===== config.mk =====
export PLATFORM = sky130hd
export DESIGN_NAME = wash_sequencer
export DESIGN_NICKNAME = d
export VERILOG_FILES = /design/src/rtl/wash_sequencer.sv
export SDC_FILE = /design/constraint.sdc
export NUM_CORES = 1
export LEC_CHECK = 0
export BUFFER_PORTS_ARGS = -buffer_cell sky130_fd_sc_hd__clkbuf_2
export CAP_MARGIN = 0
export CORE_AREA = 2 2 57 112
export DETAILED_ROUTE_END_ITERATION = 12
export DIE_AREA = 0 0 59 114
export PLACE_DENSITY = 0.8
export SLEW_MARGIN = 20
export SYNTH_ARGS = -nofsm -noshare
export SYNTH_HDL_FRONTEND = slang
export SYNTH_SLANG_ARGS = --single-unit

===== constraint.sdc =====
create_clock -name clk -period 4.11 [get_ports clk]
set_input_delay 0.411 -clock clk [delete_from_list [all_inputs] [get_ports clk]]
set_output_delay 0.411 -clock clk [all_outputs]
set_load 0.05 [all_outputs]

===== src/rtl/wash_sequencer.sv =====
// Washing-machine program sequencer: walks soak/wash/rinse/spin steps, drives the step timer and actuators.
// Optional DOOR_LOCK_EN adds i_door_closed / o_lock interlocking.
module wash_sequencer #(
    parameter logic [15:0] SOAK_T     = 16'd300,
    parameter logic [15:0] WASH_T     = 16'd600,
    parameter logic [15:0] RINSE_T    = 16'd300,
    parameter logic [15:0] SPIN_T     = 16'd200,
    parameter logic [31:0] GAP_CYCLES = 32'd2400000
) (
    input  logic        clk,
    input  logic        rst_n,
    input  logic        i_go,
    input  logic        i_abort,
    input  logic [1:0]  i_mode,
    input  logic [3:0]  i_response,
`ifdef DOOR_LOCK_EN
    input  logic        i_door_closed,
    output logic        o_lock,
`endif
    output logic        o_start,
    output logic [15:0] o_state,
    output logic [1:0]  o_step,
    output logic        o_timer_clr,
    output logic        o_busy,
    output logic        o_done,
    output logic        o_water_in,
    output logic        o_drain,
    output logic        o_motor,
    output logic        o_motor_fast
);

    typedef enum logic [2:0] {
        S_IDLE, S_ARM, S_RUN, S_NEXT, S_CLEAR, S_DONE
    } fsm_t;

    // GAP_CYCLES of 0 or 1 both collapse to a single ARM cycle
    localparam logic [31:0] GAP_LAST = (GAP_CYCLES > 32'd1) ? GAP_CYCLES - 32'd1 : 32'd0;

    fsm_t        fsm_reg, fsm_next;
    logic [1:0]  step_reg, step_next;
    logic [15:0] dur_reg;
    logic [31:0] gap_cnt_reg, gap_cnt_next;
    logic [1:0]  mode_reg, mode_next;
    logic        abort_reg, abort_next;
    logic        go_prev_reg;
    logic [3:0]  resp_prev_reg;
    logic        step_load;

    logic go_ok, abort_req, resp_rise;

    function automatic logic [15:0] dur_of(input logic [1:0] s);
        case (s)
            2'd0:    dur_of = SOAK_T;
            2'd1:    dur_of = WASH_T;
            2'd2:    dur_of = RINSE_T;
            default: dur_of = SPIN_T;
        endcase
    endfunction

    assign resp_rise = i_response[step_reg] & ~resp_prev_reg[step_reg];

`ifdef DOOR_LOCK_EN
    assign go_ok     = i_go & ~go_prev_reg & i_door_closed;
    assign abort_req = i_abort | (~i_door_closed & ((fsm_reg == S_ARM) | (fsm_reg == S_RUN)));
`else
    assign go_ok     = i_go & ~go_prev_reg;
    assign abort_req = i_abort;
`endif

    always_ff @(posedge clk or negedge rst_n) begin
        if (!rst_n) begin
            fsm_reg       <= S_IDLE;
            step_reg      <= 2'd0;
            dur_reg       <= 16'd0;
            gap_cnt_reg   <= 32'd0;
            mode_reg      <= 2'b00;
            abort_reg     <= 1'b0;
            go_prev_reg   <= 1'b0;
            resp_prev_reg <= 4'd0;
        end else begin
            fsm_reg       <= fsm_next;
            step_reg      <= step_next;
            gap_cnt_reg   <= gap_cnt_next;
            mode_reg      <= mode_next;
            abort_reg     <= abort_next;
            go_prev_reg   <= i_go;
            resp_prev_reg <= i_response;
            if (step_load)
                dur_reg <= dur_of(step_next);
        end
    end

    always_comb begin
        fsm_next     = fsm_reg;
        step_next    = step_reg;
        gap_cnt_next = gap_cnt_reg;
        mode_next    = mode_reg;
        abort_next   = abort_reg;
        step_load    = 1'b0;
        case (fsm_reg)
            S_IDLE, S_DONE: begin
                if (go_ok) begin
                    // first step of each program equals its mode code
                    mode_next    = i_mode;
                    step_next    = i_mode;
                    step_load    = 1'b1;
                    gap_cnt_next = 32'd0;
                    abort_next   = 1'b0;
                    fsm_next     = S_ARM;
                end
            end
            S_ARM: begin
                gap_cnt_next = gap_cnt_reg + 32'd1;
                if (abort_req) begin
                    abort_next = 1'b1;
                    fsm_next   = S_CLEAR;
                end else if (gap_cnt_reg >= GAP_LAST) begin
                    fsm_next = S_RUN;
                end
            end
            S_RUN: begin
                if (abort_req) begin
                    abort_next = 1'b1;
                    fsm_next   = S_CLEAR;
                end else if (resp_rise) begin
                    fsm_next = S_NEXT;
                end
            end
            S_NEXT: begin
                if (abort_req) begin
                    abort_next = 1'b1;
                    fsm_next   = S_CLEAR;
                end else if (step_reg == 2'd3) begin
                    fsm_next = S_CLEAR;
                end else begin
                    step_next    = (step_reg == 2'd1 && mode_reg == 2'b01) ? 2'd3 : step_reg + 2'd1;
                    step_load    = 1'b1;
                    gap_cnt_next = 32'd0;
                    fsm_next     = S_ARM;
                end
            end
            S_CLEAR: fsm_next = abort_reg ? S_IDLE : S_DONE;
            default: fsm_next = S_IDLE;
        endcase
    end

    always_comb begin
        o_start      = (fsm_reg == S_RUN);
        o_timer_clr  = (fsm_reg == S_CLEAR);
        o_busy       = (fsm_reg == S_ARM) || (fsm_reg == S_RUN) || (fsm_reg == S_NEXT);
        o_done       = (fsm_reg == S_DONE);
        o_water_in   = 1'b0;
        o_drain      = 1'b0;
        o_motor      = 1'b0;
        o_motor_fast = 1'b0;
        if (fsm_reg == S_RUN) begin
            case (step_reg)
                2'd0: o_water_in = 1'b1;
                2'd1: o_motor = 1'b1;
                2'd2: begin
                    o_water_in = 1'b1;
                    o_motor    = 1'b1;
                end
                default: begin
                    o_drain      = 1'b1;
                    o_motor      = 1'b1;
                    o_motor_fast = 1'b1;
                end
            endcase
        end
`ifdef DOOR_LOCK_EN
        o_lock = o_busy || (fsm_reg == S_CLEAR);
`endif
    end

    assign o_step  = step_reg;
    assign o_state = dur_reg;

endmodule


== Word level (Yosys, flattened, before mapping) ==
Cells that the tools add are included.
Cells by class
  add/subtract/negate cells: 2
  multipliers: 0
  div/mod/pow operators: 0
  $lt $le $gt $ge: 2
  equal/unequal tests: 17
  shift operators: 0
  mux-type cells: 36
  bitwise logic cells: 4
  reductions and logical operators: 17
Operators with widths (number)
  2-to-1 mux 32 bit: 3
  one-hot mux 32 bit (3 select lines): 1
  adder 32 x 1 -> 32 bit (second input constant): 1
  >= comparator 32 x 22 -> 1 bit (second input constant): 1
  2-to-1 mux 3 bit: 8
  one-hot mux 10 bit (2 select lines): 1
  one-hot mux 3 bit (5 select lines): 1
  2-to-1 mux 1 bit: 13
  2-to-1 mux 2 bit: 4
  == test 2 x 1 -> 1 bit (second input constant): 3
  == test 2 bit (second input constant): 3
  == test 3 x 2 -> 1 bit (second input constant): 2
  == test 3 bit (second input constant): 2
  inequality test 2 bit (second input constant): 3
  AND reduction 3 bit: 2
  OR reduction 2 bit: 3
  OR reduction 3 bit: 2
  binary-select mux 1 bit (select 2 bit): 2
  zero test 2 bit: 2
  one-hot mux 1 bit (2 select lines): 2
  one-hot mux 2 bit (2 select lines): 1
  AND reduction 4 bit: 1
  == test 3 x 1 -> 1 bit (second input constant): 1
  zero test 3 bit: 1
  other kinds (12): 15
Storage, ports and cells
  register bits after elaboration: 61
  bits in latches: 0
  RAM bits: 0
  memory bits (read-only): 0
  bits of input ports: 10
  output and inout port bits: 26
  logic and storage cells: 86
  memories kept: 0

== Logic depth before layout (Yosys ltp) ==
Gate-level depths: netlist of run 1.
  word-level depth: 9
  depth in mapped cells: 7
  depth with buffers taken out: 6

== Least setup slack after synthesis of run 1 ==
OpenSTA, ideal clock, no wires.
  path kind: register to output
  start: reg fsm_reg[1]
  end: out o_motor_fast
  arrival: 2.064 ns
  data required time: 3.699 ns
  slack: 1.635 ns
  cell stages (with the launch flop): 6
  path buffers: 2
  path through: dfrtp_1 clkbuf_1 nor2b_1 nand2b_1 nor2_1 buf_4
On the way
  cells in the longest elaborated chain, start to end: 2
Ends and longest elaborated chain
  from (decl): RTL line 39  | fsm_t fsm_reg, fsm_next;
  from (signal assigned): RTL line 81  | fsm_reg <= fsm_next;
  == test 3 x 2 -> 1 bit: RTL line 156  | if (fsm_reg == S_RUN) begin
  2-to-1 mux 1 bit
  to (decl): RTL line 29  | output logic o_motor_fast
No other way between the ends.

== Final worst setup path of run 1 ==
  start: reg fsm_reg[2]
  end: reg gap_cnt_reg[31]
On the way
  cells in the longest elaborated chain, start to end: 4
  elaborated cells between the ends (all ways): 11
  those cells by class: eq/ne: 6; mux: 1; reduce/logical: 4
Ends and longest elaborated chain
  == test 3 bit or zero test 3 bit (tied branches): RTL line 100  | case (fsm_reg)
  OR reduction 2 bit: RTL line 100
  inequality test 2 bit (no line) or nonzero test 3 bit (tied branches)
  AND reduction 4 bit (no line)
  to (signal assigned): RTL line 83  | gap_cnt_reg <= gap_cnt_next;
  to (decl): RTL line 42  | logic [31:0] gap_cnt_reg, gap_cnt_next;
Several ways; a longest one is shown, not always the timed one.
A chain may end at the register's enable or synchronous reset.

==> impl_metrics.json, run 1 <==
{
  "status": "finished, final reports clean",
  "io_pins": 36,
  "synth_ff_type": "dfrtp_1",
  "critPathKind": "reg2reg",
  "cts_made_buffers": 5,
  "synth_top_family_by_area": "simple AND/OR/NAND/NOR gates",
  "drv_slew": 0,
  "root_buffer": "clkbuf_16",
  "grt_pass1_vias": 2206,
  "clock-sinks": 50,
  "irDropWorstVdd_mv": 0.414,
  "path_clk_slew_ns": 0.06,
  "hp-class": "in2reg",
  "p_leak_nw": 1.35,
  "via_per_inst": 6.00,
  "place_hpwl_um": 4310,
  "worst_slew_pin_slew_ns": 0.620,
  "power_per_cell_area_nw_per_um2": 640,
  "syn_to_final_growth_pct": 9.87,
  "postCtsSetupBuffers": 0,
  "ys_seq_elements": 50,
  "timing.final.crit_share_pct": 62.0,
  "critPathLaunchType": "flop",
  "start_util_pct": 47.7,
  "finalPower_mw": 1.98,
  "cp_data_required_time_ns": 4.33,
  "avgRoutedWirePerCell_um": 15.2,
  "worstSetupEndpointType": "flop",
  "rsz0062_at_grt": "false",
  "syn_inst": 310,
  "grt_max_degree": 42,
  "drcViolationCount": 0,
  "grt_pass1_wl_um": 10200,
  "final_util_pct": 52.4,
  "synth_top_cell_by_area": "dfrtp_1",
  "setup_ws_ns": 1.56,
  "htreeDepth": 2,
  "synth.distinct_cells": 45,
  "ant_nets": 0,
  "design.core.area_um2": 5910,
  "setup_violations": 0,
  "drt-total-wl_um": 6010,
  "synthMuxAreaShare_pct": 0.800,
  "dpl_cell_area_um2": 2940,
  "netlist_area_um2": 2820,
  "synth-compound-area-share_pct": 13.7,
  "fin_crit_ns": 2.55,
  "vias": 2371,
  "die_x_um": 59,
  "cts_resized": 0,
  "hold_viol": 0,
  "syn_avg_cell_area_um2": 9.08,
  "synth_xor_area_share_pct": 4.98,
  "antenna_found_initial": 0,
  "ys_seq_area_share_pct": 44.4,
  "dieArea_um2": 6730,
  "clockBufferDepth": 2,
  "nNetsFinal": 342,
  "port_buffers": 27,
  "largest_reg_flops": 32,
  "diodes": 0,
  "drtPass1Iterations": 4,
  "path_max_fanout": 19,
  "synth_top_area_share_pct": 44.4,
  "clock_latency_ns": 0.29,
  "gp_congestion": 0.901,
  "worstHoldPathCells": 1,
  "die_h_um": 114,
  "grt-ovfl-total": 0,
  "synth_fa_ha_area_share_pct": 0.444,
  "synthArstFlopShare_pct": 100,
  "cp.arrival_ns": 2.77,
  "min-delay-start": "i_response[3]",
  "ys_top_cells_by_area": "dfrtp_1, nand2_1, nor2_1",
  "r2r_cells": 5,
  "cap_violations": 0,
  "tritoncts": "built",
  "drt_iter0_drc": 138,
  "synthTopCellsByCount": "dfrtp_1, nand2_1, nor2_1",
  "r2r_start": "fsm_reg[2]",
  "synth_edf_count": 0,
  "synthSimpleGateAreaFrac_pct": 29.1,
  "slew-limit-headroom_pct": 58.4,
  "finClkSkew_ns": 0.00550,
  "drive_gt1_share_pct": 13.3,
  "yosysMostFrequentCell": "dfrtp_1",
  "pre_cts_ws_ns": 1.57,
  "yosys_warnings": 0,
  "final_area_um2": 3090,
  "tns_ns": 0,
  "rows": 40,
  "fmax_ghz": 0.392,
  "startpoint": "fsm_reg[2]",
  "track_usage_pct": 19.5
}
-- placed cells by master (no fill, tap or decap), drive strengths merged, types with 2 or more instances in the layout --
cell type,n
nor4,9
and3,6
inv,10
mux2,2
conb,8
and4,2
buf,2
xor2,8
dfrtp,50
a21oi,19
nand2b,7
a221o,2
nor2,27
nand4,15
nor2b,5
nand2,27
nand3b,2
or3,9
and2,3
a21o,2
o31ai,5
or4,8
nand3,18
o21ai,18
o221ai,3
nor3,8
xnor2,8
clkbuf,34
-- report_power, final --
group          switching (mW)  internal, mW
clock network           0.167         0.241
registers               0.108         0.564
logic                   0.660         0.240
-- through the flow --
stage,hold WS (ns),std cells
2_1_floorplan,0.115,317
3_3_place_gp,0.275,386
3_5_place_dp,0.282,386
4_1_cts,0.242,395
5_1_grt,0.243,395
6_report,0.244,395
-- metal layers --
metal  vias up  share of wire (%)  global-route usage (%)
met3        11                4.4                    3.51
li1       1154                  -                       -
met1      1137                 43                    25.5
met4         0                2.5                    8.79
met2        69                 51                    31.0
met5         -                  0                       0
-- cell type report --
class | instances | area [um^2]
Inverter | 10 | 37.5
Fill cell | 527 | 2810
Clock inverter | 1 | 5.00
Multi-Input combinational cell | 234 | 1420
Tap cell | 63 | 78.8
Timing Repair Buffer | 30 | 160
Sequential cell | 50 | 1250
Clock buffer | 7 | 143
-- critical path, stage by stage, from the launching register on --
cell and delay, ns:
dfrtp_1 0.72, xnor2_1 0.21, nand3_1 0.42, nand4_2 0.40
or4_1 0.58, a21oi_1 0.14
-- path summary, 6_finish.rpt --
| kind | to | slack, ns |
|---|---|---|
| hold / removal | resp_prev_reg[3] | 0.24 |
| hold reg to reg | o_state[3] | 0.47 |
| setup / recovery | gap_cnt_reg[31] | 1.56 |
| min in group asynchronous | mode_reg[1] | 0.55 |
| max in group asynchronous | gap_cnt_reg[21] | 2.79 |
| setup reg to reg | gap_cnt_reg[31] | 1.56 |
-- cell families after synthesis --
| family | count (synthesis) |
|---|---|
| AND/OR/NAND/NOR | 148 |
| multiplexers | 2 |
| buffers and inverters | 33 |
| other | 1 |
| flip-flops | 50 |
| adder cells (fa/ha/maj) | 1 |
| AO/OA/AOI/OAI | 59 |
| XOR/XNOR | 16 |
-- repair_timing --
action,in CTS,in global routing
hold buffers,1,0
hold endpoints to repair,9,0
setup endpoints to repair,0,0
No activity file was read; power rests on OpenSTA's default activity.
==> run 2, diff against run 1 <==
- clock period: 4.11 -> 2.5 ns (I/O delays scaled with it)
==> run 2 against run 1 <==
  * Global-route usage increased by 0.69 points
  * Largest cell class unchanged
  * Combinational power increased by 83%
  * Highest routed layer unchanged
  * Register-to-register slack got worse by 1.3 ns
  * Critical path type unchanged
  * First-iteration DRC count increased by 8.0%
  * Clock skew about the same
==> impl_metrics.json, run 2 (synthesis gave the netlist of run 1 again) <==
{
  "cts_made_buffers": 5,
  "worst_slew_pin_slew_ns": 0.853,
  "grt_pass1_vias": 2366,
  "grt_pass1_wl_um": 10700,
  "hp-class": "in2async",
  "grtUsageMet3_pct": 4.08,
  "grtUsageMet2_pct": 33.6,
  "nNetsFinal": 351,
  "avgRoutedWirePerCell_um": 15.6,
  "irDropWorstVdd_mv": 0.506,
  "postCtsHoldBufs": 0,
  "cap_violations": 0,
  "final_area_um2": 3180,
  "largest_reg_flops": 32,
  "worstSetupEndpointType": "flop",
  "root_buffer": "clkbuf_16",
  "multiInputGateArea_um2": 1420,
  "p_leak_nw": 1.41,
  "power_per_cell_area_nw_per_um2": 1090,
  "register_area_um2": 1250,
  "finalPower_mw": 3.48,
  "critPathLaunchType": "flop",
  "tns_ns": 0,
  "timing.hold.ws_ns": 0.0631,
  "drt_iter0_drc": 149,
  "clock_latency_ns": 0.29,
  "layout_common_cells": "dfrtp_1, nor2_1, nand2_1, clkbuf_2, a21oi_1",
  "ant_nets": 0,
  "drv_slew": 0,
  "final_cells": 404,
  "busiest_layer": "met2",
  "grt_max_degree": 35,
  "fmax_ghz": 0.452,
  "design.core.area_um2": 5910,
  "tritoncts": "built",
  "die_h_um": 114,
  "rows": 40,
  "cp.arrival_ns": 2.43,
  "antenna_found_initial": 0,
  "dieArea_um2": 6730,
  "drcViolationCount": 0,
  "diodes": 0,
  "critPathKind": "reg2reg",
  "setup_violations": 0,
  "fillers": 513,
  "final_util_pct": 53.8,
  "finClkSkew_ns": 0.00556,
  "final_common_cell": "dfrtp_1",
  "syn_to_final_growth_pct": 12.8,
  "path_max_fanout": 16,
  "dpl.cell_count": 396,
  "path_clk_slew_ns": 0.07,
  "rsz0062_at_grt": "false",
  "status": "finished, final reports clean",
  "gp_congestion": 0.875,
  "cts_resized": 0,
  "fin_crit_ns": 2.21,
  "hold_viol": 0,
  "die_x_um": 59,
  "slew-limit-headroom_pct": 43.1,
  "cp_data_required_time_ns": 2.71,
  "clock-sinks": 50,
  "track_usage_pct": 20.2,
  "clockBufferDepth": 2,
  "via_per_inst": 6.06,
  "place_hpwl_um": 4620,
  "drtPass1Iterations": 4,
  "grt_use_met1_pct": 25.2,
  "htreeDepth": 2,
  "timing.final.crit_share_pct": 88.6,
  "grt-ovfl-total": 0,
  "pre_cts_ws_ns": 0.314,
  "start_util_pct": 47.7,
  "drt-total-wl_um": 6300,
  "setup_ws_ns": 0.286,
  "postCtsSetupBuffers": 0,
  "vias": 2449,
  "drive_gt1_share_pct": 16.1,
  "port_buffers": 27,
  "io_pins": 36,
  "dpl_cell_area_um2": 3010
}
-- run 2: final cells by class --
| cell class | count | area share (%) |
|---|---|---|
| multi-input combinational | 234 | 44.6 |
| sequential | 50 | 39.4 |
| timing repair buffer | 39 | 7.09 |
| clock buffer | 5 | 3.94 |
| tap | 63 | 2.48 |
| clock inverter | 3 | 1.26 |
| inverter | 10 | 1.18 |
-- run 2: metal layers --
| metal | wire length (um) | part of all wire (%) |
|---|---|---|
| met5 | 0 | 0 |
| met1 | 2600 | 41 |
| met3 | 296 | 4.7 |
| met2 | 3310 | 52 |
| met4 | 104 | 1.6 |
-- run 2: power breakdown --
group	internal, mW	switching, mW	leakage [nW]
logic	0.493	1.16	0.667
clock network	0.468	0.283	0.0836
registers	0.927	0.144	0.657
total	1.89	1.59	1.41
-- run 2: path summary, 6_finish.rpt --
check	start	to	slack, ns	cells after the start
min	rst_n	o_step[1]	0.06	1
max in group asynchronous	rst_n	gap_cnt_reg[22]	1.68	2
min in group clk	i_response[0]	resp_prev_reg[0]	0.09	1
max reg2reg	fsm_reg[0]	gap_cnt_reg[31]	0.29	5
max	fsm_reg[0]	gap_cnt_reg[31]	0.29	5
min reg2reg	o_state[3]	o_state[3]	0.47	1
-- run 2: critical path, stage by stage (launching register included) --
cell      delay [ns]
dfrtp_1         0.57
nand2b_1        0.18
o32ai_4         0.30
nand4_2         0.35
or4_1           0.58
a21oi_1         0.17
==> run 3, diff against run 2 <==
- PLACE_DENSITY: 0.8 -> 0.7
- clock period: 2.5 -> 2.31 ns (I/O delays scaled with it)
==> run 3 against run 2 <==
  * Utilization grew 0.61 points
  * Sequential power grew 8%
  * Global-route usage grew 0.55 points
  * Flip-flop and latch count is the same
  * Critical path type unchanged
  * Critical endpoint is now fsm_reg[0]
  * Largest cell class unchanged
==> impl_metrics.json, run 3 (synthesis gave the netlist of run 1 again) <==
{
  "p_int_mw": 2.00,
  "drv_slew": 0,
  "clock-sinks": 50,
  "design.core.area_um2": 5910,
  "clock_latency_ns": 0.29,
  "setup_ws_ns": 0.142,
  "seqPwrFrac_pct": 31.0,
  "critPathLaunchType": "flop",
  "layout_common_cells": "dfrtp_1, nor2_1, nand2_1, clkbuf_2, a21oi_1",
  "htreeDepth": 2,
  "antenna_found_initial": 0,
  "p_sw_mw": 1.73,
  "finClkSkew_ns": 0.00384,
  "syn_to_final_growth_pct": 14.1,
  "hold_path_end": "resp_prev_reg[2]",
  "irDropWorstVdd_mv": 0.662,
  "timing.hold.ws_ns": 0.0650,
  "crit_path_max_incr_delay_ns": 0.53,
  "cp_cell_sequence": "or4_1 -> nor4_1 -> a311oi_1 -> nor3_1 -> mux2_2",
  "r2r_cells": 5,
  "grt_pass1_wl_um": 10900,
  "hp-class": "in2reg",
  "grt_max_degree": 29,
  "worstHoldPathCells": 1,
  "r2r_start": "gap_cnt_reg[20]",
  "power_per_cell_area_nw_per_um2": 1160,
  "track_usage_pct": 20.8,
  "rows": 40,
  "min-delay-start": "i_response[2]",
  "drt-total-wl_um": 6330,
  "cp.arrival_ns": 2.34,
  "die_x_um": 59,
  "place_hpwl_um": 4700,
  "final_common_cell": "dfrtp_1",
  "startpoint": "gap_cnt_reg[20]",
  "dpl.cell_count": 396,
  "tritoncts": "built",
  "start_util_pct": 47.7,
  "via_per_inst": 5.93,
  "clockBufferDepth": 2,
  "final_area_um2": 3210,
  "final_cells": 407,
  "gp_congestion": 0.873,
  "grt-ovfl-total": 0,
  "vias": 2413,
  "root_buffer": "clkbuf_16",
  "pre_cts_ws_ns": 0.0648,
  "drtPass1Iterations": 4,
  "nNetsFinal": 354,
  "fin_crit_ns": 2.17,
  "timing.final.crit_share_pct": 93.8,
  "fmax_ghz": 0.461,
  "path_clk_slew_ns": 0.06,
  "drt_iter0_drc": 111,
  "avgRoutedWirePerCell_um": 15.5,
  "cts_made_buffers": 5,
  "cp_num_buf_inv": 0,
  "dieArea_um2": 6730,
  "worstSetupEndpointType": "flop",
  "p_leak_nw": 1.40,
  "io_pins": 36,
  "r2r-end": "fsm_reg[0]",
  "die_h_um": 114,
  "drive_gt1_share_pct": 16.6,
  "worst_slew_pin_slew_ns": 0.619,
  "p_clk_share_pct": 19.8,
  "ant_nets": 0,
  "cp_data_required_time_ns": 2.48,
  "rrSetupSlack_ns": 0.14,
  "critPathKind": "reg2reg",
  "diodes": 0,
  "setup_violations": 0,
  "largest_reg_flops": 32,
  "path_max_fanout": 7,
  "drcViolationCount": 0,
  "dpl_cell_area_um2": 3020,
  "critPathTopFamily": "simple AND/OR/NAND/NOR gates",
  "combPwrFrac_pct": 49.3,
  "port_buffers": 27,
  "p_sw_share_pct": 46.4,
  "slowest_stage": "or4_1",
  "status": "finished, final reports clean",
  "slew-limit-headroom_pct": 58.7,
  "tns_ns": 0,
  "cap_violations": 0,
  "grt_pass1_vias": 2341,
  "hold_viol": 0
}
run 3: cell count changes in the layout (fill, tap and decap cells not counted), sizes merged:
cell / change
clkbuf: +2
buf: +2
dlygate4sd3: +1
clkinv: -1
bufinv: -1
run 3: per-layer routing:
metal / vias up / GRT usage, % / part of all wire (%)
met4: 0 / 8.03 / 2.2
li1: 1179 / - / -
met5: - / 0 / 0
met1: 1168 / 26.4 / 44
met2: 55 / 34.5 / 51
met3: 11 / 3.40 / 3.1
run 3: worst max-delay path by stage:
stage / end / slack, ns / cells past startpoint
after CTS: gap_cnt_reg[11] / 0.05 / 5
after global routing: gap_cnt_reg[30] / -0.006 / 6
after detailed placement: gap_cnt_reg[11] / 0.06 / 5
after floorplan: o_motor_fast / 0.02 / 5
after global placement: fsm_reg[0] / 0.13 / 5
final: fsm_reg[0] / 0.14 / 5
run 3: layout make-up:
| type | count | area (um^2) |
|---|---|---|
| Clock buffer | 7 | 143 |
| Clock inverter | 1 | 5.00 |
| Fill cell | 534 | 2690 |
| Inverter | 10 | 37.5 |
| Multi-Input combinational cell | 234 | 1430 |
| Sequential cell | 50 | 1250 |
| Tap cell | 63 | 78.8 |
| Timing Repair Buffer | 42 | 263 |
run 3: metrics by stage:
step	power (mW)	util [%]
2_1_floorplan	2.48	-
3_3_place_gp	2.88	51.2
3_5_place_dp	2.92	51.2
4_1_cts	3.66	53.9
5_1_grt	3.96	54.4
6_report	3.73	54.4
run 3: timing repair:
action                                  CTS  global route
gates resized for setup                   0             3
endpoints found under the setup margin    0            22
endpoints found under the hold margin    22             0
hold buffers                              1             0
setup buffers                             0             2
run 3: worst register-to-register path, stage by stage (launching register included):
cell      delay (ns)
dfrtp_1         0.44
or4_1           0.53
nor4_1          0.32
a311oi_1        0.21
nor3_1          0.19
mux2_2          0.36
run 3: power by group through the flow:
| stage | sequential [mW] | clock [mW] | combinational, mW |
|---|---|---|---|
| final | 1.16 | 0.739 | 1.84 |
| after global routing | 1.18 | 0.783 | 2.00 |
| after CTS | 1.15 | 0.744 | 1.76 |
| after detailed placement | 1.17 | 0 | 1.76 |
| after global placement | 1.16 | 0 | 1.72 |
| after floorplan | 1.26 | 0 | 1.23 |
